==> config.mk <==
export PLATFORM = sky130hd
export DESIGN_NAME = mips_multicycle_ctrl
export DESIGN_NICKNAME = d
export VERILOG_FILES = /design/src/rtl/mips_multicycle_ctrl.sv
export SDC_FILE = /design/constraint.sdc
export NUM_CORES = 1
export LEC_CHECK = 0
export ABC_AREA = 1
export CELL_PAD_IN_SITES_DETAIL_PLACEMENT = 1
export CELL_PAD_IN_SITES_GLOBAL_PLACEMENT = 1
export CORE_MARGIN = 5
export CORE_UTILIZATION = 21
export DETAILED_ROUTE_END_ITERATION = 8
export PLACE_DENSITY_LB_ADDON = 0.25
export SLEW_MARGIN = 40
export SYNTH_ARGS = -nofsm -noshare
export SYNTH_HDL_FRONTEND = slang
export SYNTH_SLANG_ARGS = --single-unit
==> constraint.sdc <==
create_clock -name clk -period 1.15 [get_ports clk]
set_input_delay 0.23 -clock clk [delete_from_list [all_inputs] [get_ports clk]]
set_output_delay 0.23 -clock clk [all_outputs]
set_load 0.01 [all_outputs]
==> src/rtl/mips_multicycle_ctrl.sv <==
// mips_multicycle_ctrl: multi-cycle MIPS main control FSM with a memory-ready handshake.
// Define CTRL_ILLEGAL_TRAP_EN to trap on illegal opcodes; otherwise they retire as NOPs.
module mips_multicycle_ctrl #(
    parameter int OPW = 6,
    parameter int ALUOPW = 2,
    parameter logic [OPW-1:0] OP_RTYPE = OPW'('h00),
    parameter logic [OPW-1:0] OP_LW = OPW'('h23),
    parameter logic [OPW-1:0] OP_SW = OPW'('h2B),
    parameter logic [OPW-1:0] OP_BEQ = OPW'('h04),
    parameter logic [OPW-1:0] OP_J = OPW'('h02),
    parameter logic [OPW-1:0] OP_ADDI = OPW'('h08),
    parameter logic [ALUOPW-1:0] ALUOP_ADD = ALUOPW'(0),
    parameter logic [ALUOPW-1:0] ALUOP_SUB = ALUOPW'(1),
    parameter logic [ALUOPW-1:0] ALUOP_FUNCT = ALUOPW'(2)
) (
    input  logic              clk,
    input  logic              reset,
    input  logic [OPW-1:0]    opcode,
    input  logic              mem_ready,
    output logic              pc_write,
    output logic              pc_write_cond,
    output logic              iord,
    output logic              mem_read,
    output logic              mem_write,
    output logic              ir_write,
    output logic              reg_dst,
    output logic              memto_reg,
    output logic              reg_write,
    output logic              alu_src_a,
    output logic [1:0]        alu_src_b,
    output logic [ALUOPW-1:0] alu_op,
    output logic [1:0]        pc_source,
    output logic              instr_done,
    output logic              illegal_op,
    output logic [3:0]        state
);
`ifdef CTRL_ILLEGAL_TRAP_EN
    localparam logic TRAP_EN = 1'b1;
`else
    localparam logic TRAP_EN = 1'b0;
`endif

    typedef enum logic [3:0] {
        FETCH = 4'd0, DECODE = 4'd1, MEMADR = 4'd2, MEMRD = 4'd3, MEMWB = 4'd4,
        MEMWR = 4'd5, EXEC = 4'd6, RWB = 4'd7, BRANCH = 4'd8, JUMP = 4'd9,
        ADDIEX = 4'd10, ADDIWB = 4'd11, TRAP = 4'd12
    } state_t;

    state_t cur, nxt;

    always_ff @(posedge clk)
        cur <= reset ? FETCH : nxt;

    assign state = reset ? 4'd0 : cur;

    always_comb begin
        nxt = cur;
        pc_write = 1'b0;
        pc_write_cond = 1'b0;
        iord = 1'b0;
        mem_read = 1'b0;
        mem_write = 1'b0;
        ir_write = 1'b0;
        reg_dst = 1'b0;
        memto_reg = 1'b0;
        reg_write = 1'b0;
        alu_src_a = 1'b0;
        alu_src_b = 2'b00;
        alu_op = ALUOP_ADD;
        pc_source = 2'b00;
        instr_done = 1'b0;
        illegal_op = 1'b0;
        case (cur)
            FETCH: begin
                mem_read = 1'b1;
                alu_src_b = 2'b01;
                ir_write = mem_ready;
                pc_write = mem_ready;
                nxt = mem_ready ? DECODE : FETCH;
            end
            DECODE: begin
                alu_src_b = 2'b11;
                nxt = (opcode == OP_LW || opcode == OP_SW) ? MEMADR :
                      (opcode == OP_RTYPE) ? EXEC :
                      (opcode == OP_BEQ) ? BRANCH :
                      (opcode == OP_J) ? JUMP :
                      (opcode == OP_ADDI) ? ADDIEX :
                      TRAP_EN ? TRAP : FETCH;
                // Without the trap build, an unknown opcode retires here as a NOP.
                instr_done = !TRAP_EN && nxt == FETCH;
            end
            MEMADR: begin
                alu_src_a = 1'b1;
                alu_src_b = 2'b10;
                nxt = (opcode == OP_LW) ? MEMRD : (opcode == OP_SW) ? MEMWR : FETCH;
            end
            MEMRD: begin
                mem_read = 1'b1;
                iord = 1'b1;
                nxt = mem_ready ? MEMWB : MEMRD;
            end
            MEMWB: begin
                reg_write = 1'b1;
                memto_reg = 1'b1;
                instr_done = 1'b1;
                nxt = FETCH;
            end
            MEMWR: begin
                mem_write = 1'b1;
                iord = 1'b1;
                instr_done = mem_ready;
                nxt = mem_ready ? FETCH : MEMWR;
            end
            EXEC: begin
                alu_src_a = 1'b1;
                alu_op = ALUOP_FUNCT;
                nxt = RWB;
            end
            RWB: begin
                reg_write = 1'b1;
                reg_dst = 1'b1;
                instr_done = 1'b1;
                nxt = FETCH;
            end
            BRANCH: begin
                alu_src_a = 1'b1;
                alu_op = ALUOP_SUB;
                pc_write_cond = 1'b1;
                pc_source = 2'b01;
                instr_done = 1'b1;
                nxt = FETCH;
            end
            JUMP: begin
                pc_write = 1'b1;
                pc_source = 2'b10;
                instr_done = 1'b1;
                nxt = FETCH;
            end
            ADDIEX: begin
                alu_src_a = 1'b1;
                alu_src_b = 2'b10;
                nxt = ADDIWB;
            end
            ADDIWB: begin
                reg_write = 1'b1;
                instr_done = 1'b1;
                nxt = FETCH;
            end
            TRAP: begin
                illegal_op = TRAP_EN;
                nxt = TRAP_EN ? TRAP : FETCH;
            end
            default: nxt = FETCH;
        endcase
        if (reset) begin
            pc_write = 1'b0;
            pc_write_cond = 1'b0;
            iord = 1'b0;
            mem_read = 1'b0;
            mem_write = 1'b0;
            ir_write = 1'b0;
            reg_dst = 1'b0;
            memto_reg = 1'b0;
            reg_write = 1'b0;
            alu_src_a = 1'b0;
            alu_src_b = 2'b00;
            alu_op = '0;
            pc_source = 2'b00;
            instr_done = 1'b0;
            illegal_op = 1'b0;
        end
    end
endmodule

Word level (Yosys, flattened, before mapping)
Index checks and enable logic that the tools add are counted.
Storage, ports and cells
  bits in registers: 4
  output and inout bits: 22
  logic and storage cells: 67
Cells by class
  equality and inequality tests: 16
  multiplexer cells: 40
  reductions and logical operators: 10
Operators by type and width (count)
  $pmux W4 S7: 1
  $mux W4: 6
  $mux W1: 21
  $eq A4 B3 Y1 const B: 4
  $eq A4 B4 Y1 const B: 4
  $eq A6 B6 Y1 const B: 2
  $mux W3: 4
  $eq A4 B2 Y1 const B: 2
  $logic_not A4 Y1: 2
  $pmux W2 S2: 2
  $eq A6 B2 Y1 const B: 1
  $eq A6 B3 Y1 const B: 1
  $eq A6 B4 Y1 const B: 1
  $logic_not A6 Y1: 1
  $mux W2: 3
  $pmux W2 S3: 1
  $reduce_or A2 Y1: 3
  $reduce_or A5 Y1: 1
  $eq A4 B1 Y1 const B: 1
  $reduce_or A4 Y1: 1
  $pmux W1 S3: 1
  $reduce_or A3 Y1: 1
  $pmux W1 S2: 1
  $logic_or A1 B1 Y1: 1

Logic depth before layout (Yosys ltp)
Gate-level depths: netlist (run 1).
  depth after elaboration: 9
  depth in mapped cells: 9

Least setup slack after synthesis (run 1)
No wires, ideal clock.
  kind: register -> output
  from: register cur[2]
  to: output instr_done
  arrival: 1.087 ns
  required time: 0.920 ns
  slack: -0.167 ns
  stages on the path, launching flop included: 8
  cells stage by stage: dfxtp_1 > nor2_2 > inv_2 > nor2_4 > nand2_1 > nor2_1 > nand2_1 > a21oi_1
Between the ends
  longest elaborated chain between the ends: 4
  elaborated cells between the ends (all ways): 10
  classes of those cells: eq/ne (7); mux (2); reduce/logical (1)
RTL lines
  start: declaration: line 49  | state_t cur, nxt;
  start signal: assignment: line 52  | cur <= reset ? FETCH : nxt;
  $eq A4 B4 Y1 / $eq A4 B3 Y1 (equally long branches): line 73  | case (cur)
  $reduce_or A5 Y1 (no source line)
  $pmux W1 S3 (*): line 73
  $mux W1 (*): line 155  | if (reset) begin
  end: declaration: line 33  | output logic instr_done,
Every way passes the cells marked *; elsewhere a longest branch is shown, timed or not.

Final worst setup path (run 1)
Same ends and word-level chain as after synthesis.

==> results of run 1 <==
-- synth_stat cells --
cell type,number
o22ai_1,2
nor2_1,33
a21oi_1,4
conb_1,1
buf_4,2
o21ai_0,2
inv_2,7
nor2_4,4
nand2_1,25
dfxtp_1,4
nor2_2,2
a31oi_1,2
o211ai_2,1
o21ai_1,1
nor3_1,2
nand3_1,8
inv_1,11
clkbuf_1,2
nand2_2,2
-- cell families after synthesis --
logic type,count (synthesis),synth area share
AO/OA/AOI/OAI,12,0.124
buffers and inverters,22,0.154
flip-flops,4,0.137
other,1,0.00642
AND/OR/NAND/NOR,76,0.578
-- path summary, 6_finish.rpt --
check                           startpoint          to  cells past startpoint  slack (ns)
worst max-delay path                cur[2]  instr_done                      7       -0.51
worst min-delay path             opcode[3]      cur[1]                      4        0.32
worst min register to register      cur[2]      cur[3]                      4        0.73
worst max register to register      cur[1]      cur[0]                      8       -0.18
-- worst max-delay path: stages (launching register included) --
cell and delay, ns:
dfxtp_4 0.39, inv_4 0.06, nor2_4 0.21, nand2_2 0.13, nand3_1 0.11, nor2_1 0.06, a21oi_2 0.10, buf_2 0.13
-- per-stage QoR --
stage          hold WS, ns  cell area (um2)  TNS, ns
2_1_floorplan        0.289              624   -0.183
3_3_place_gp         0.724             1160   -14.40
3_5_place_dp         0.735             1160   -14.77
4_1_cts              0.315             1370    -7.57
5_1_grt              0.317             1480    -9.86
6_report             0.322             1480    -8.26
-- metal layers --
metal | routed length (um) | track usage | up-vias
li1 | - | - | 507
met1 | 1340 | 0.171 | 495
met2 | 2050 | 0.334 | 25
met3 | 124 | 0.0324 | 2
met4 | 14 | 0.0477 | 0
met5 | 0 | 0 | -
-- timing repair --
action | CTS | global route
resized for setup | 169 | 29
setup buffers | 19 | 8
endpoints found under the setup margin | 25 | 25
pin swaps | 26 | 20
-- final cells by class --
type                       count  share of cell area
timing repair buffer          78               0.420
multi-input combinational     89               0.416
sequential                     4              0.0641
inverter                      18              0.0557
tap                           31              0.0262
clock buffer                   4              0.0177
-- report_power, final --
group	switching, mW	internal, mW
clock network	0.0598	0.130
logic	0.130	0.118
registers	0.00617	0.135
==> metrics.yaml, run 1 <==
cts_max_level: 1
max-cap-violations: 0
place_congestion: 0.769
viasPerCell: 4.59
mostFrequentLayoutCell: "buf_4"
area_growth_pct: 154
finClkSkew_ns: 0.00433
path_class: "flop to primary output"
dp_cells: 201
holdCritPathClass: "primary input to flop"
clockRootBuffer: "clkbuf_4"
synth_top_area_cell: "nor2_1"
cts_buffers: 3
cts_hold_buf: 0
dpl.hpwl_um: 1980
grt_start_max_net_pins: 11
final_cell_mix: "30 x buf_4, 24 x buf_6, 22 x buf_2"
ant_nets: 0
rsz0062_at_grt: "true"
clk_pin_slew_ns: 0.04
numPortBuffers: 29
layout-drive-gt1-share: 0.741
setup_viol: 24
fin_crit_sh: 1.44
overflow: 0
cp-start-kind: "flop"
fin_util: 0.547
avgSynthCellArea_um2: 5.08
peakVddDrop_mv: 0.375
violations: "negative setup slack"
period_minus_slack_ns: 1.66
timing.final.ws_setup_ns: -0.508
yosys_warnings: 0
core-area_um2: 2710
wl_per_cell_um: 15.8
cts_sinks: 4
pwr_density_cell_nw_per_um2: 390
end_kind: "primary output"
largest_reg_flops: 4
drt-initial-drc-count: 31
track_usage: 0.167
power.total_mw: 0.578
maxSlewViolCount: 0
die_y_um: 62.8
grt_pass1_vias: 1176
wirelength_um: 3530
place_ws_ns: -1.02
io_pins: 31
hold_viol: 0
synth_area_leaders: "nor2_1 21%, nand2_1 16%, dfxtp_1 14%"
initial_utilization: 0.216
synthCells: 115
firstDrtPassIters: 4
multi_input_area_um2: 617
nFillCells: 343
synth_nets: 124
insertion_delay_ns: 0.23
antenna_cells: 0
cp_data_required_time_ns: 0.92
synth_sequential_area_ratio: 0.137
max-clock-path-buffers: 2
ys_types: 19
drc_errors: 0
synth_area_um2: 584
num_rows: 19
grt_pass1_wl_um: 5520
dieWidth_um: 62.8
final_nets: 203
largest_register: "cur"
final_cells: 224
cts_tree: "done"
num_vias: 1029
synth-seq-cells: 4
status: "complete, but fails checks"
leakage_nw: 0.780
worstPathMaxFanout: 5
top_regs: "cur: 4 flops"
arrival_ns: 1.43
max_freq_mhz: 603
regArea_um2: 95.1
dieArea_um2: 3940
synth_top_area_frac: 0.212
antenna_found_initial: 0
Note: power is estimated with default switching activity, not from simulation.
==> run 2, diff against run 1 <==
--- a/config.mk
+++ b/config.mk
@@ -11,7 +11,7 @@
 export CORE_MARGIN = 5
 export CORE_UTILIZATION = 21
 export DETAILED_ROUTE_END_ITERATION = 8
-export PLACE_DENSITY_LB_ADDON = 0.25
+export PLACE_DENSITY = 0.76
 export SLEW_MARGIN = 40
 export SYNTH_ARGS = -nofsm -noshare
 export SYNTH_HDL_FRONTEND = slang
==> run 2 against run 1 <==
  * The flow still finishes with violations (negative setup slack)
  * Total power is 4.8% higher
  * Worst setup slack lost 0.0028 ns
  * Die area is the same
  * Global-route usage rose by 0.61 points
  * Critical path depth up 1
  * Register-to-register slack worse by 0.20 ns
  * Critical endpoint unchanged
  * Sequential cell count unchanged
  * Clock power is 8% higher
  * Combinational power increased by 6%
  * Critical path type unchanged
  * Clock skew increased by 0.0077 ns
  * Sequential power about the same
  * Utilization shrank 1.2 points
==> metrics.yaml, run 2 (synthesized netlist as in run 1, its figures left out) <==
critical_path_buf_inv_count: 2  # unchanged
rrSetupSlack_ns: -0.38  # -0.20 ns
drt-initial-drc-count: 24  # -23%
layout-drive-gt1-share: 0.707  # -0.0341
die_y_um: 62.8  # unchanged
period_minus_slack_ns: 1.66  # +0.00278 ns
clk_pin_slew_ns: 0.05  # about the same
cts_sinks: 4  # unchanged
fin_util: 0.535  # -0.0120
ant_nets: 0  # unchanged
cts_hold_buf: 0  # unchanged
pwr_density_cell_nw_per_um2: 418  # +7.2%
antenna_cells: 0  # unchanged
cts_max_level: 1  # unchanged
cts_buffers: 3  # unchanged
wirelength_um: 3370  # -4.5%
clockRootBuffer: "clkbuf_4"
grt_pass1_wl_um: 5510  # -0.25%
final_nets: 201  # -0.99%
max-cap-violations: 0  # unchanged
antenna_found_initial: 0  # unchanged
track_usage: 0.173  # +0.00615
cp-start-kind: "flop"
initial_utilization: 0.216  # unchanged
largest_register: "cur"
nFillCells: 359  # +4.7%
area_growth_pct: 148
finClkSkew_ns: 0.0120  # +0.00768 ns
largest_reg_flops: 4  # unchanged
end_kind: "primary output"
top_regs: "cur: 4 flops"
viasPerCell: 4.68  # +1.9%
pwr-share-seq: 0.232  # -0.012
dieWidth_um: 62.8  # unchanged
crit_chain: "nor2_4 -> inv_4 -> nor2_4 -> nand2_1 -> nor2_1 -> nand2_1 -> a21oi_2 -> buf_2"
arrival_ns: 1.43  # about the same
max-clock-path-buffers: 2  # unchanged
maxSlewViolCount: 0  # unchanged
worst-path-stages: 8  # +1
mostFrequentLayoutCell: "buf_4"
rsz0062_at_grt: "true"
io_pins: 31  # unchanged
setup_viol: 24  # unchanged
holdCritPathClass: "primary input to flop"
combPwrFrac: 0.430  # +0.003
final_cells: 222  # -0.89%
drc_errors: 0  # unchanged
cts_tree: "done"
crit_family: "simple AND/OR/NAND/NOR gates"
worstSetupStartpoint: "cur[3]"
p_switching_mw: 0.216  # +10%
rr_startpoint: "cur[3]"
worst_path_max_delay_cell: "dfxtp_4"
clock_power_share: 0.338  # +0.009
insertion_delay_ns: 0.25  # +0.02 ns
cp_data_required_time_ns: 0.92  # about the same
wl_per_cell_um: 15.2  # -3.6%
max_stage_delay_ns: 0.36  # -0.03 ns
fin_crit_sh: 1.44  # +0.00242
placed_area_um2: 1140  # -1.3%
peakVddDrop_mv: 0.351  # -6.2%
p_int_mw: 0.390  # +1.9%
dp_cells: 199  # -1.0%
crit_path_end: "instr_done"
hold_ws_ns: 0.496  # +0.174 ns
worstPathMaxFanout: 3  # -2
num_rows: 19  # unchanged
fin_area_um2: 1450  # -2.2%
status: "complete, but fails checks"
hold_viol: 0  # unchanged
dpl.hpwl_um: 2020  # +2.2%
leakage_nw: 0.742  # -4.9%
timing.final.ws_setup_ns: -0.511  # -0.00278 ns
num_vias: 1039  # +0.97%
place_congestion: 0.773  # +0.57%
grt_start_max_net_pins: 12  # +1
overflow: 0  # unchanged
core-area_um2: 2710  # unchanged
numPortBuffers: 29  # unchanged
firstDrtPassIters: 4  # unchanged
path_class: "flop to primary output"
rr_endpoint: "cur[1]"
max_freq_mhz: 602  # -0.17%
rr_worst_depth: 11  # +3
dieArea_um2: 3940  # unchanged
grt_pass1_vias: 1197  # +1.8%
sw_frac_of_total: 0.356  # +0.0181
violations: "negative setup slack"
final_cell_mix: "33 x buf_4, 22 x buf_2, 19 x buf_6"
run 2: routing by layer:
metal,routed length [um],up-vias,GRT usage
li1,-,505,-
met1,1190,485,0.161
met2,1880,40,0.338
met3,201,9,0.0450
met4,102,0,0.0902
met5,0,-,0
run 2: power groups by stage:
| stage | Combinational (mW) | Clock [mW] | Sequential, mW |
|---|---|---|---|
| 4_1_cts | 0.231 | 0.199 | 0.140 |
| 3_3_place_gp | 0.189 | 0 | 0.145 |
| 6_report | 0.261 | 0.205 | 0.141 |
| 5_1_grt | 0.283 | 0.226 | 0.141 |
| 2_1_floorplan | 0.0797 | 0 | 0.145 |
| 3_5_place_dp | 0.196 | 0 | 0.145 |
run 2: repair_timing:
action                                  CTS  global route
buffers inserted                         16             8
hold endpoints to repair                  0             0
pin swaps                                22            17
endpoints found under the setup margin   25            25
resized for setup                       160            27
run 2: final cells by class:
cell class	count	area (um2)	share of cell area
Inverter	18	80.1	0.0552
Sequential cell	4	95.1	0.0656
Tap cell	31	38.8	0.0267
Timing Repair Buffer	76	591	0.407
Clock buffer	4	26.3	0.0181
Multi-Input combinational cell	89	619	0.427
run 2: tightest hold or removal path, delay by kind of cell:
family          cells  cell delay [ns]
compound gates      1             0.07
buf+inv             1             0.11
simple gates        4             0.29
run 2: worst min-delay path by stage:
stage | start | to | slack, ns | cells after the start
after global placement | cur[2] | cur[3] | 0.72 | 4
after global routing | opcode[3] | cur[1] | 0.54 | 5
after CTS | opcode[3] | cur[1] | 0.44 | 5
after floorplan | reset | cur[3] | 0.29 | 1
final | opcode[4] | cur[2] | 0.50 | 6
after detailed placement | cur[2] | cur[3] | 0.74 | 4
run 2: through the flow:
step	setup WS, ns	TNS [ns]	power [mW]
after floorplan	-0.108	-0.183	0.225
after global placement	-0.952	-14.06	0.334
after detailed placement	-1.04	-14.90	0.342
after CTS	-0.484	-6.88	0.570
after global routing	-0.581	-9.36	0.650
final	-0.511	-7.65	0.606
==> run 3, diff against run 2 <==
--- a/config.mk
+++ b/config.mk
@@ -8,7 +8,6 @@
 export ABC_AREA = 1
 export CELL_PAD_IN_SITES_DETAIL_PLACEMENT = 1
 export CELL_PAD_IN_SITES_GLOBAL_PLACEMENT = 1
-export CORE_MARGIN = 5
 export CORE_UTILIZATION = 21
 export DETAILED_ROUTE_END_ITERATION = 8
 export PLACE_DENSITY = 0.76
==> run 3 against run 2 <==
  * The flow still finishes with violations (negative setup slack)
  * Wire length grew 0.47%
  * Critical endpoint unchanged
  * Sequential share of layout area is essentially flat
  * Die area shrank 24%
  * Global-route usage grew 6.1 points
  * Highest routed layer unchanged
  * Worst hold slack lost 0.16 ns
==> metrics.yaml, run 3 (synthesized netlist as in run 1, its figures left out) <==
status: "complete, but fails checks"
violations: "negative setup slack"
ant_nets: 0  # unchanged
overflow: 0  # unchanged
antenna_cells: 0  # unchanged
peakVddDrop_mv: 0.556  # +58%
finClkSkew_ns: 0.00792  # -0.00409 ns
placed_area_um2: 1130  # -0.77%
fin_area_um2: 1440  # -0.43%
grt_pass1_wl_um: 4940  # -10%
cts_max_level: 1  # unchanged
timing.final.ws_setup_ns: -0.541  # -0.0296 ns
core-area_um2: 2540  # -6.1%
final_nets: 198  # -1.5%
clk_pin_slew_ns: 0.04  # about the same
io_pins: 31  # unchanged
antenna_found_initial: 0  # unchanged
drt-initial-drc-count: 5  # -79%
dieArea_um2: 3000  # -24%
grt_start_max_net_pins: 11  # -1
rr_startpoint: "cur[3]"
hp-start: "opcode[3]"
arrival_ns: 1.46  # +0.03 ns
largest_reg_flops: 4  # unchanged
critical_path_buf_inv_count: 2  # unchanged
cts_sinks: 4  # unchanged
cts_buffers: 3  # unchanged
wl_per_cell_um: 15.5  # +2.3%
area_growth_pct: 147
setup_viol: 24  # unchanged
rrSetupSlack_ns: -0.31  # +0.07 ns
max_stage_delay_ns: 0.39  # +0.03 ns
initial_utilization: 0.230  # +0.0140
worstSetupStartpoint: "cur[2]"
cp_data_required_time_ns: 0.92  # about the same
power.total_mw: 0.587  # -3.1%
grt_pass1_vias: 1110  # -7.3%
cts_hold_buf: 0  # unchanged
hold_viol: 0  # unchanged
hold_ws_ns: 0.336  # -0.160 ns
largest_register: "cur"
drc_errors: 0  # unchanged
fin_crit_sh: 1.47  # +0.0257
mostFrequentLayoutCell: "buf_4"
pwr_density_cell_nw_per_um2: 407  # -2.7%
rsz0062_at_grt: "true"
place_ws_ns: -1.01  # +0.0312 ns
cts_tree: "done"
dpl.hpwl_um: 1960  # -3.2%
clockRootBuffer: "clkbuf_4"
viasPerCell: 4.69  # +0.17%
layout-drive-gt1-share: 0.761  # +0.0538
path_class: "flop to primary output"
setup_tns_ns: -8.42  # -0.771 ns
die_y_um: 54.8  # -13%
max-clock-path-buffers: 2  # unchanged
end_kind: "primary output"
max_freq_mhz: 592  # -1.7%
worst_path_max_delay_cell: "dfxtp_4"
leakage_nw: 0.761  # +2.6%
maxSlewViolCount: 0  # unchanged
firstDrtPassIters: 3  # -1
top_regs: "cur: 4 flops"
holdCritPathClass: "primary input to flop"
cp-start-kind: "flop"
num_rows: 18  # -1
period_minus_slack_ns: 1.69  # +0.0296 ns
crit_family: "simple AND/OR/NAND/NOR gates"
final_cell_mix: "26 x buf_4, 23 x buf_2, 22 x buf_6"
crit_chain: "inv_4 -> nor2_4 -> nand2_4 -> o22ai_2 -> nor2_2 -> a21oi_2 -> buf_2"
numPortBuffers: 29  # unchanged
track_usage: 0.234  # +0.0607
wirelength_um: 3390  # +0.47%
max-cap-violations: 0  # unchanged
place_congestion: 0.809  # +4.6%
insertion_delay_ns: 0.24  # about the same
dieWidth_um: 54.8  # -13%
worstPathMaxFanout: 5  # +2
num_vias: 1022  # -1.6%
[run 3: cell types whose count changed in the layout (fill, tap and decap cells not counted), sizes merged]
cell and change:
buf -3
[run 3: path summary, 6_finish.rpt]
check	to	cells past startpoint
worst min register to register	cur[3]	4
worst min-delay path	cur[1]	4
worst max register to register	cur[0]	10
worst max-delay path	instr_done	7
[run 3: worst min-delay path, cell delays in order]
cell    delay [ns]
buf_2         0.11
nor3_1        0.06
nor2_2        0.08
nor2_1        0.05
[run 3: power breakdown]
group          internal (mW)  switching (mW)  total, mW
Combinational          0.115           0.133      0.247
Clock                  0.131          0.0692      0.200
Sequential             0.135         0.00509      0.140
[run 3: through the flow]
stage               utilization  cells
detailed placement        0.445    197
global route              0.567    218
floorplan                     -    115
CTS                       0.537    215
finish                    0.567    218
global placement          0.445    197
[run 3: metal layers]
metal | up-vias | global-route usage | share of wire | wire length (um)
met4 | 0 | 0.0470 | 0.034 | 114
met3 | 11 | 0.0417 | 0.050 | 168
li1 | 498 | - | - | -
met2 | 41 | 0.498 | 0.56 | 1890
met1 | 472 | 0.222 | 0.36 | 1210
met5 | - | 0 | 0 | 0
[run 3: cell type report]
type / instances / area, um2
clock buffers: 4 / 26.3
multi-input cells: 89 / 628
inverters: 18 / 80.1
well taps: 30 / 37.5
fillers: 336 / 1100
repair buffers: 73 / 577
flip-flops and latches: 4 / 95.1
[run 3: timing repair]
| action | 4_1_cts | 5_1_grt |
|---|---|---|
| endpoints found under the hold margin | 0 | 0 |
| gates cloned | 1 | 0 |
| gates resized for setup | 175 | 23 |
| setup endpoints to repair | 25 | 25 |
| setup buffers | 16 | 5 |
| pin swaps | 29 | 19 |
